`src/rtl/cdc_hs_src.sv`:
```
// -----------------------------------------------------------------------------
// cdc_hs_src
//
// Source end of a req/ack clock-domain-crossing handshake. A word offered on
// the local valid/ready port is captured into data_o, and the far domain is
// told about it through req_o. The transfer completes only after the far
// domain's acknowledge has been synchronized into clk_i and has closed the
// protocol. The word on data_o is held stable for the whole transfer, so the
// far side may sample it at any point after it has seen the request.
//
// Build option:
//   CDC_HS_SRC_TWO_PHASE_EN  undefined: four-phase (return-to-zero) protocol
//                            defined:   two-phase (toggle) protocol
//
// Parameters:
//   DATA_WIDTH   width of the transferred word
//   SYNC_STAGES  flops in the ack_i synchronizer (>= 2)
//
// Ports:
//   clk_i     source-domain clock
//   rst_ni    asynchronous active-low reset
//   valid_i   a word is offered on data_i
//   ready_o   the block accepts a word on this edge if valid_i is high
//   data_i    word to send
//   req_o     request to the far domain, straight from a flop
//   data_o    held word, registered
//   ack_i     acknowledge from the far domain, asynchronous to clk_i
//   busy_o    a transfer is in flight
//   done_o    one-cycle pulse when a transfer completes
//
// Handshake: a word moves on a rising clk_i edge where valid_i && ready_o.
// ready_o depends only on the FSM state and the synchronized ack, never on
// valid_i. A source that sees ready_o low keeps valid_i and data_i steady
// until the word is taken.
// -----------------------------------------------------------------------------
module cdc_hs_src #(
  parameter int unsigned DATA_WIDTH  = 32,
  parameter int unsigned SYNC_STAGES = 2
) (
  input  logic                  clk_i,
  input  logic                  rst_ni,
  input  logic                  valid_i,
  output logic                  ready_o,
  input  logic [DATA_WIDTH-1:0] data_i,
  output logic                  req_o,
  output logic [DATA_WIDTH-1:0] data_o,
  input  logic                  ack_i,
  output logic                  busy_o,
  output logic                  done_o
);

  // A single-flop "synchronizer" cannot settle metastability, so refuse to
  // build with fewer than two stages.
  generate
    if (SYNC_STAGES < 2) begin : g_bad_sync_stages
      $error("cdc_hs_src: SYNC_STAGES must be at least 2");
    end
  endgenerate

  // ---------------------------------------------------------------------------
  // FSM encoding. state_q is the observable state register.
  // ---------------------------------------------------------------------------
`ifdef CDC_HS_SRC_TWO_PHASE_EN
  typedef enum logic [1:0] {
    ST_IDLE = 2'd0,
    ST_WAIT = 2'd1
  } state_e;
`else
  typedef enum logic [1:0] {
    ST_IDLE = 2'd0,
    ST_REQ  = 2'd1,
    ST_ACKW = 2'd2
  } state_e;
`endif

  state_e                  state_q, state_d;
  logic                    req_q, req_d;
  logic                    busy_q, busy_d;
  logic                    done_q, done_d;
  logic [DATA_WIDTH-1:0]   data_q, data_d;
  logic [SYNC_STAGES-1:0]  ack_sync_q, ack_sync_d;
  logic                    ack_sync;
  logic                    accept;

  // ---------------------------------------------------------------------------
  // ack_i synchronizer: bit 0 samples the asynchronous input, the last bit is
  // the only one the FSM is allowed to look at.
  // ---------------------------------------------------------------------------
  always_comb begin
    ack_sync_d = {ack_sync_q[SYNC_STAGES-2:0], ack_i};
  end

  assign ack_sync = ack_sync_q[SYNC_STAGES-1];

  // ---------------------------------------------------------------------------
  // Ready / accept.
  // ---------------------------------------------------------------------------
`ifdef CDC_HS_SRC_TWO_PHASE_EN
  // Reset levels of req_q and the ack chain are both 0, so IDLE always means
  // the previous toggle has been answered.
  assign ready_o = (state_q == ST_IDLE);
`else
  // In four-phase mode an ack still high in IDLE (stale after reset, or a slow
  // far side still returning to zero) must block the next request, otherwise
  // the far side could miss the rising edge of req_o.
  assign ready_o = (state_q == ST_IDLE) && !ack_sync;
`endif

  assign accept = valid_i && ready_o;

  // ---------------------------------------------------------------------------
  // Next-state and output logic.
  // ---------------------------------------------------------------------------
  always_comb begin
    state_d = state_q;
    req_d   = req_q;
    busy_d  = busy_q;
    data_d  = data_q;
    done_d  = 1'b0;

    unique case (state_q)
`ifdef CDC_HS_SRC_TWO_PHASE_EN
      ST_IDLE: begin
        if (accept) begin
          state_d = ST_WAIT;
          req_d   = ~req_q;
          busy_d  = 1'b1;
          data_d  = data_i;
        end
      end

      // The far side answers by making its ack level equal to req.
      ST_WAIT: begin
        if (ack_sync == req_q) begin
          state_d = ST_IDLE;
          busy_d  = 1'b0;
          done_d  = 1'b1;
        end
      end
`else
      ST_IDLE: begin
        if (accept) begin
          state_d = ST_REQ;
          req_d   = 1'b1;
          busy_d  = 1'b1;
          data_d  = data_i;
        end
      end

      // Far side has seen the request and sampled data_o: drop req.
      ST_REQ: begin
        if (ack_sync) begin
          state_d = ST_ACKW;
          req_d   = 1'b0;
        end
      end

      // Wait for the far side to return ack to zero before completing, so
      // the next request starts from a clean low/low state.
      ST_ACKW: begin
        if (!ack_sync) begin
          state_d = ST_IDLE;
          busy_d  = 1'b0;
          done_d  = 1'b1;
        end
      end
`endif

      default: begin
        state_d = ST_IDLE;
        req_d   = 1'b0;
        busy_d  = 1'b0;
      end
    endcase
  end

  // ---------------------------------------------------------------------------
  // Registers. Reset drops any in-flight word; the far side is expected to be
  // reset together with this block.
  // ---------------------------------------------------------------------------
  always_ff @(posedge clk_i or negedge rst_ni) begin
    if (!rst_ni) begin
      state_q    <= ST_IDLE;
      req_q      <= 1'b0;
      busy_q     <= 1'b0;
      done_q     <= 1'b0;
      data_q     <= '0;
      ack_sync_q <= '0;
    end else begin
      state_q    <= state_d;
      req_q      <= req_d;
      busy_q     <= busy_d;
      done_q     <= done_d;
      data_q     <= data_d;
      ack_sync_q <= ack_sync_d;
    end
  end

  assign req_o  = req_q;
  assign data_o = data_q;
  assign busy_o = busy_q;
  assign done_o = done_q;

endmodule

```
`config.mk`:
```
export PLATFORM = sky130hd
export DESIGN_NAME = cdc_hs_src
export DESIGN_NICKNAME = d
export VERILOG_FILES = /design/src/rtl/cdc_hs_src.sv
export SDC_FILE = /design/constraint.sdc
export NUM_CORES = 1
export LEC_CHECK = 0
export ABC_AREA = 1
export BUFFER_PORTS_ARGS = -buffer_cell sky130_fd_sc_hd__buf_4
export CORE_MARGIN = 1.5
export CORE_UTILIZATION = 41
export CTS_CLUSTER_SIZE = 10
export DETAILED_ROUTE_END_ITERATION = 16
export PLACE_DENSITY = 0.76
export REMOVE_ABC_BUFFERS = 1
export SYNTH_ARGS = -nofsm -noshare
export SYNTH_HDL_FRONTEND = slang
export SYNTH_SLANG_ARGS = --single-unit
export TNS_END_PERCENT = 30
```
`constraint.sdc`:
```
create_clock -name clk_i -period 1.2 [get_ports clk_i]
set_clock_uncertainty 0.15 [all_clocks]
set_input_delay 0.24 -clock clk_i [delete_from_list [all_inputs] [get_ports clk_i]]
set_output_delay 0.24 -clock clk_i [all_outputs]
set_load 0.005 [all_outputs]
```
==> impl_metrics.env <==
export IMPL_timing_rr_end="data_o[14]"
export IMPL_yosys_area_share_adder_pct=0
export IMPL_synth_compound_area_share_pct=1.99
export IMPL_worstPathRequired_ns=0.81
export IMPL_critical_path_class="register to output pin"
export IMPL_fp_row_count=22
export IMPL_finalHoldViolCount=0
export IMPL_reg2reg_slack_ns=-0.19
export IMPL_antenna_found_initial=0
export IMPL_cts_buffers=5
export IMPL_fin_crit_ns=1.41
export IMPL_cp_top_family="flip-flops"
export IMPL_route_vias_total=1534
export IMPL_clock_sinks=39
export IMPL_slowest_stage="dfrtp_1"
export IMPL_min_to="data_o[13]"
export IMPL_stdcell_count=298
export IMPL_yosysSeqAreaShare_pct=62.2
export IMPL_reg2reg_depth=6
export IMPL_viasPerCell=5.15
export IMPL_track_usage_pct=22.3
export IMPL_ios=72
export IMPL_worstPathCellList="nor3_2 -> buf_4"
export IMPL_r2r_start="ack_sync_q[1]"
export IMPL_place_inst=281
export IMPL_synth_area_leaders="dfrtp_1, nand2_1, nand4_1, buf_2, nand3_4"
export IMPL_h_tree_depth=2
export IMPL_synthMuxAreaShare_pct=0
export IMPL_die_area_um2=4210
export IMPL_rsz0062_at_grt="true"
export IMPL_hp_start="data_i[13]"
export IMPL_fin_util_pct=71.8
export IMPL_vdd_drop_max_uv=868
export IMPL_die_w_um=64.9
export IMPL_synth_distinct_cells=16
export IMPL_clock_latency_ns=0.30
export IMPL_num_antenna_cells=0
export IMPL_pwr_share_clk_pct=19.0
export IMPL_p_sw_mw=1.40
export IMPL_violations="negative setup slack"
export IMPL_routed_wl_um=4400
export IMPL_coreArea_um2=3660
export IMPL_setup_viol=58
export IMPL_startpoint_type="register"
export IMPL_layout_setup_ws_ns=-0.212
export IMPL_synthCells=164
export IMPL_clockBufferDepth=2
export IMPL_power_internal_mw=3.14
export IMPL_ys_warn_count=0
export IMPL_drive_gt1_share_pct=46.4
export IMPL_gp_congestion=0.752
export IMPL_grt_pass1_wl_um=7090
export IMPL_max_slew_margin_pct=66.8
export IMPL_clk_pin_slew_worst_paths_ns=0.08
export IMPL_route_detailed_drc=0
export IMPL_maxCapViolations=0
export IMPL_cp_num_buf_inv=1
export IMPL_tns_ns=-6.40
export IMPL_ys_ff_latch=39
export IMPL_root_buffer="clkbuf_8"
export IMPL_grt_pass1_vias=1444
export IMPL_dr_pass1_iters=4
export IMPL_start_util_pct=42.9
export IMPL_cpPeakStageDelay_ns=0.40
export IMPL_p_seq_share_pct=43.7
export IMPL_synth_area_um2=1570
export IMPL_status="finished, violations left"
export IMPL_synth_top_family_by_area="simple AND/OR/NAND/NOR gates"
export IMPL_comb_power_share_pct=37.3
export IMPL_syn_to_final_growth_pct=67.5
export IMPL_portBuffers=71
export IMPL_hold_slack_ns=0.0433
export IMPL_fillers=275
export IMPL_synth_area_leader_cell="dfrtp_1"
export IMPL_p_leak_nw=1.36
export IMPL_grt_start_max_net_pins=40
export IMPL_hpwl_um=2660
export IMPL_critPathArrivalTime_ns=1.02
export IMPL_critPathCaptureType="output pin"
export IMPL_drv_slew=0
export IMPL_cp_max_fo=2
export IMPL_first_iter_violations=100
export IMPL_avgSynthCellArea_um2=9.57
export IMPL_power_per_cell_area_nw_per_um2=1730
export IMPL_synthSimpleGateAreaFrac_pct=31.2
export IMPL_worst_hold_path_type="input pin to register"
export IMPL_place_ws_ns=-0.0513
export IMPL_clock_fmax_mhz=708
export IMPL_fin_crit_sh_pct=118
export IMPL_globalRouteOverflowTotal=0
export IMPL_synth_top_area_share_pct=62.2
export IMPL_synthXorXnorAreaFrac_pct=0
export IMPL_fin_nets=285
export IMPL_ant_nets=0
export IMPL_detail_route_wl_per_cell_um=14.8
export IMPL_swShare_pct=30.8
export IMPL_cts_tree="done"
export IMPL_hold_depth=3
export IMPL_worst_pin_slew_ns=0.498
export IMPL_die_h_um=64.9
cell type report:
type,instances,area (µm²),area share (%)
multi-input combinational,108,567,21.6
timing repair buffer,91,927,35.3
clock buffer,7,76.3,2.90
tap,48,60.1,2.28
clock inverter,1,5.00,0.190
inverter,4,15.0,0.571
sequential,39,978,37.2
repair_timing:
item                                    CTS  global route
pin swaps                                 2             2
hold buffers                              2             0
gates cloned                              1             2
endpoints found under the setup margin   66            71
setup buffers                             4             0
resized for setup                        49            16
hold endpoints to repair                 40             0
worst reg2reg max path, stage by stage, from the launching register on:
cell and delay (ns):
dfrtp_2 0.43, buf_6 0.13, nor2_4 0.13, buf_6 0.16, buf_12 0.13, nand4_1 0.10, nand2_1 0.09
worst max path at each step:
stage | startpoint | endpoint | cells past startpoint
3_3_place_gp | state_q[1] | ready_o | 2
2_1_floorplan | state_q[1] | data_o[0] | 4
6_report | state_q[0] | ready_o | 2
4_1_cts | state_q[0] | ready_o | 2
5_1_grt | ack_sync_q[1] | data_o[14] | 6
3_5_place_dp | state_q[1] | data_o[7] | 4
cells by family after synthesis:
group / count (synthesis)
buffers and inverters: 17
AOI/OAI and AO/OA: 5
DFF: 39
and+or+nand+nor: 103
per-stage QoR:
step | total power [mW] | cell area (µm²)
2_1_floorplan | 2.33 | 1510
3_3_place_gp | 3.17 | 2200
3_5_place_dp | 3.22 | 2200
4_1_cts | 4.43 | 2530
5_1_grt | 4.81 | 2630
6_report | 4.54 | 2630
cell usage after synthesis (all sizes together):
cell    instances
a21oi           2
a21boi          1
nand3           1
nand2          66
nor2            3
inv             4
dfrtp          39
nand4          32
nor3            1
clkbuf          3
buf            10
o21ai           2
power by group through the flow:
stage	Sequential (mW)	Clock, mW	Combinational, mW
after floorplan	1.92	0	0.403
after global placement	1.92	0	1.26
after detailed placement	1.92	0	1.30
after CTS	1.96	0.869	1.60
after global routing	2.02	0.943	1.85
final	1.98	0.863	1.70
routing by layer:
layer	vias to the layer above	global-route usage, %	share of wire (%)
li1	724	-	-
met1	732	28.2	41
met2	69	36.1	52
met3	9	5.21	5.7
met4	0	10.6	2.0
met5	-	0	0
registers in the layout, indices dropped and copies added, names as in the netlist:
signal      flops
busy_o          1
ack_sync_q      2
state_q         2
req_o           1
data_o         32
done_o          1
placed cells by master, fill, tap and decap left out:
cell type,synthesis,final
a21boi_0,1,1
a21oi_1,1,1
a21oi_2,1,1
buf_12,0,3
buf_16,0,1
buf_4,0,44
buf_6,0,39
clkbuf_1,3,2
clkbuf_16,0,2
clkbuf_8,0,5
clkinv_2,0,1
dfrtp_1,39,37
dfrtp_2,0,2
dlygate4sd3_1,0,2
inv_1,3,3
inv_2,1,1
nand2_1,66,54
nand2_2,0,11
nand2_4,0,1
nand3_4,1,1
nand4_1,32,32
nor2_1,2,1
nor2_2,0,1
nor2_4,1,1
nor3_2,0,1
o21ai_0,2,1
o21ai_2,0,1
(Power assumes the default switching activity.)
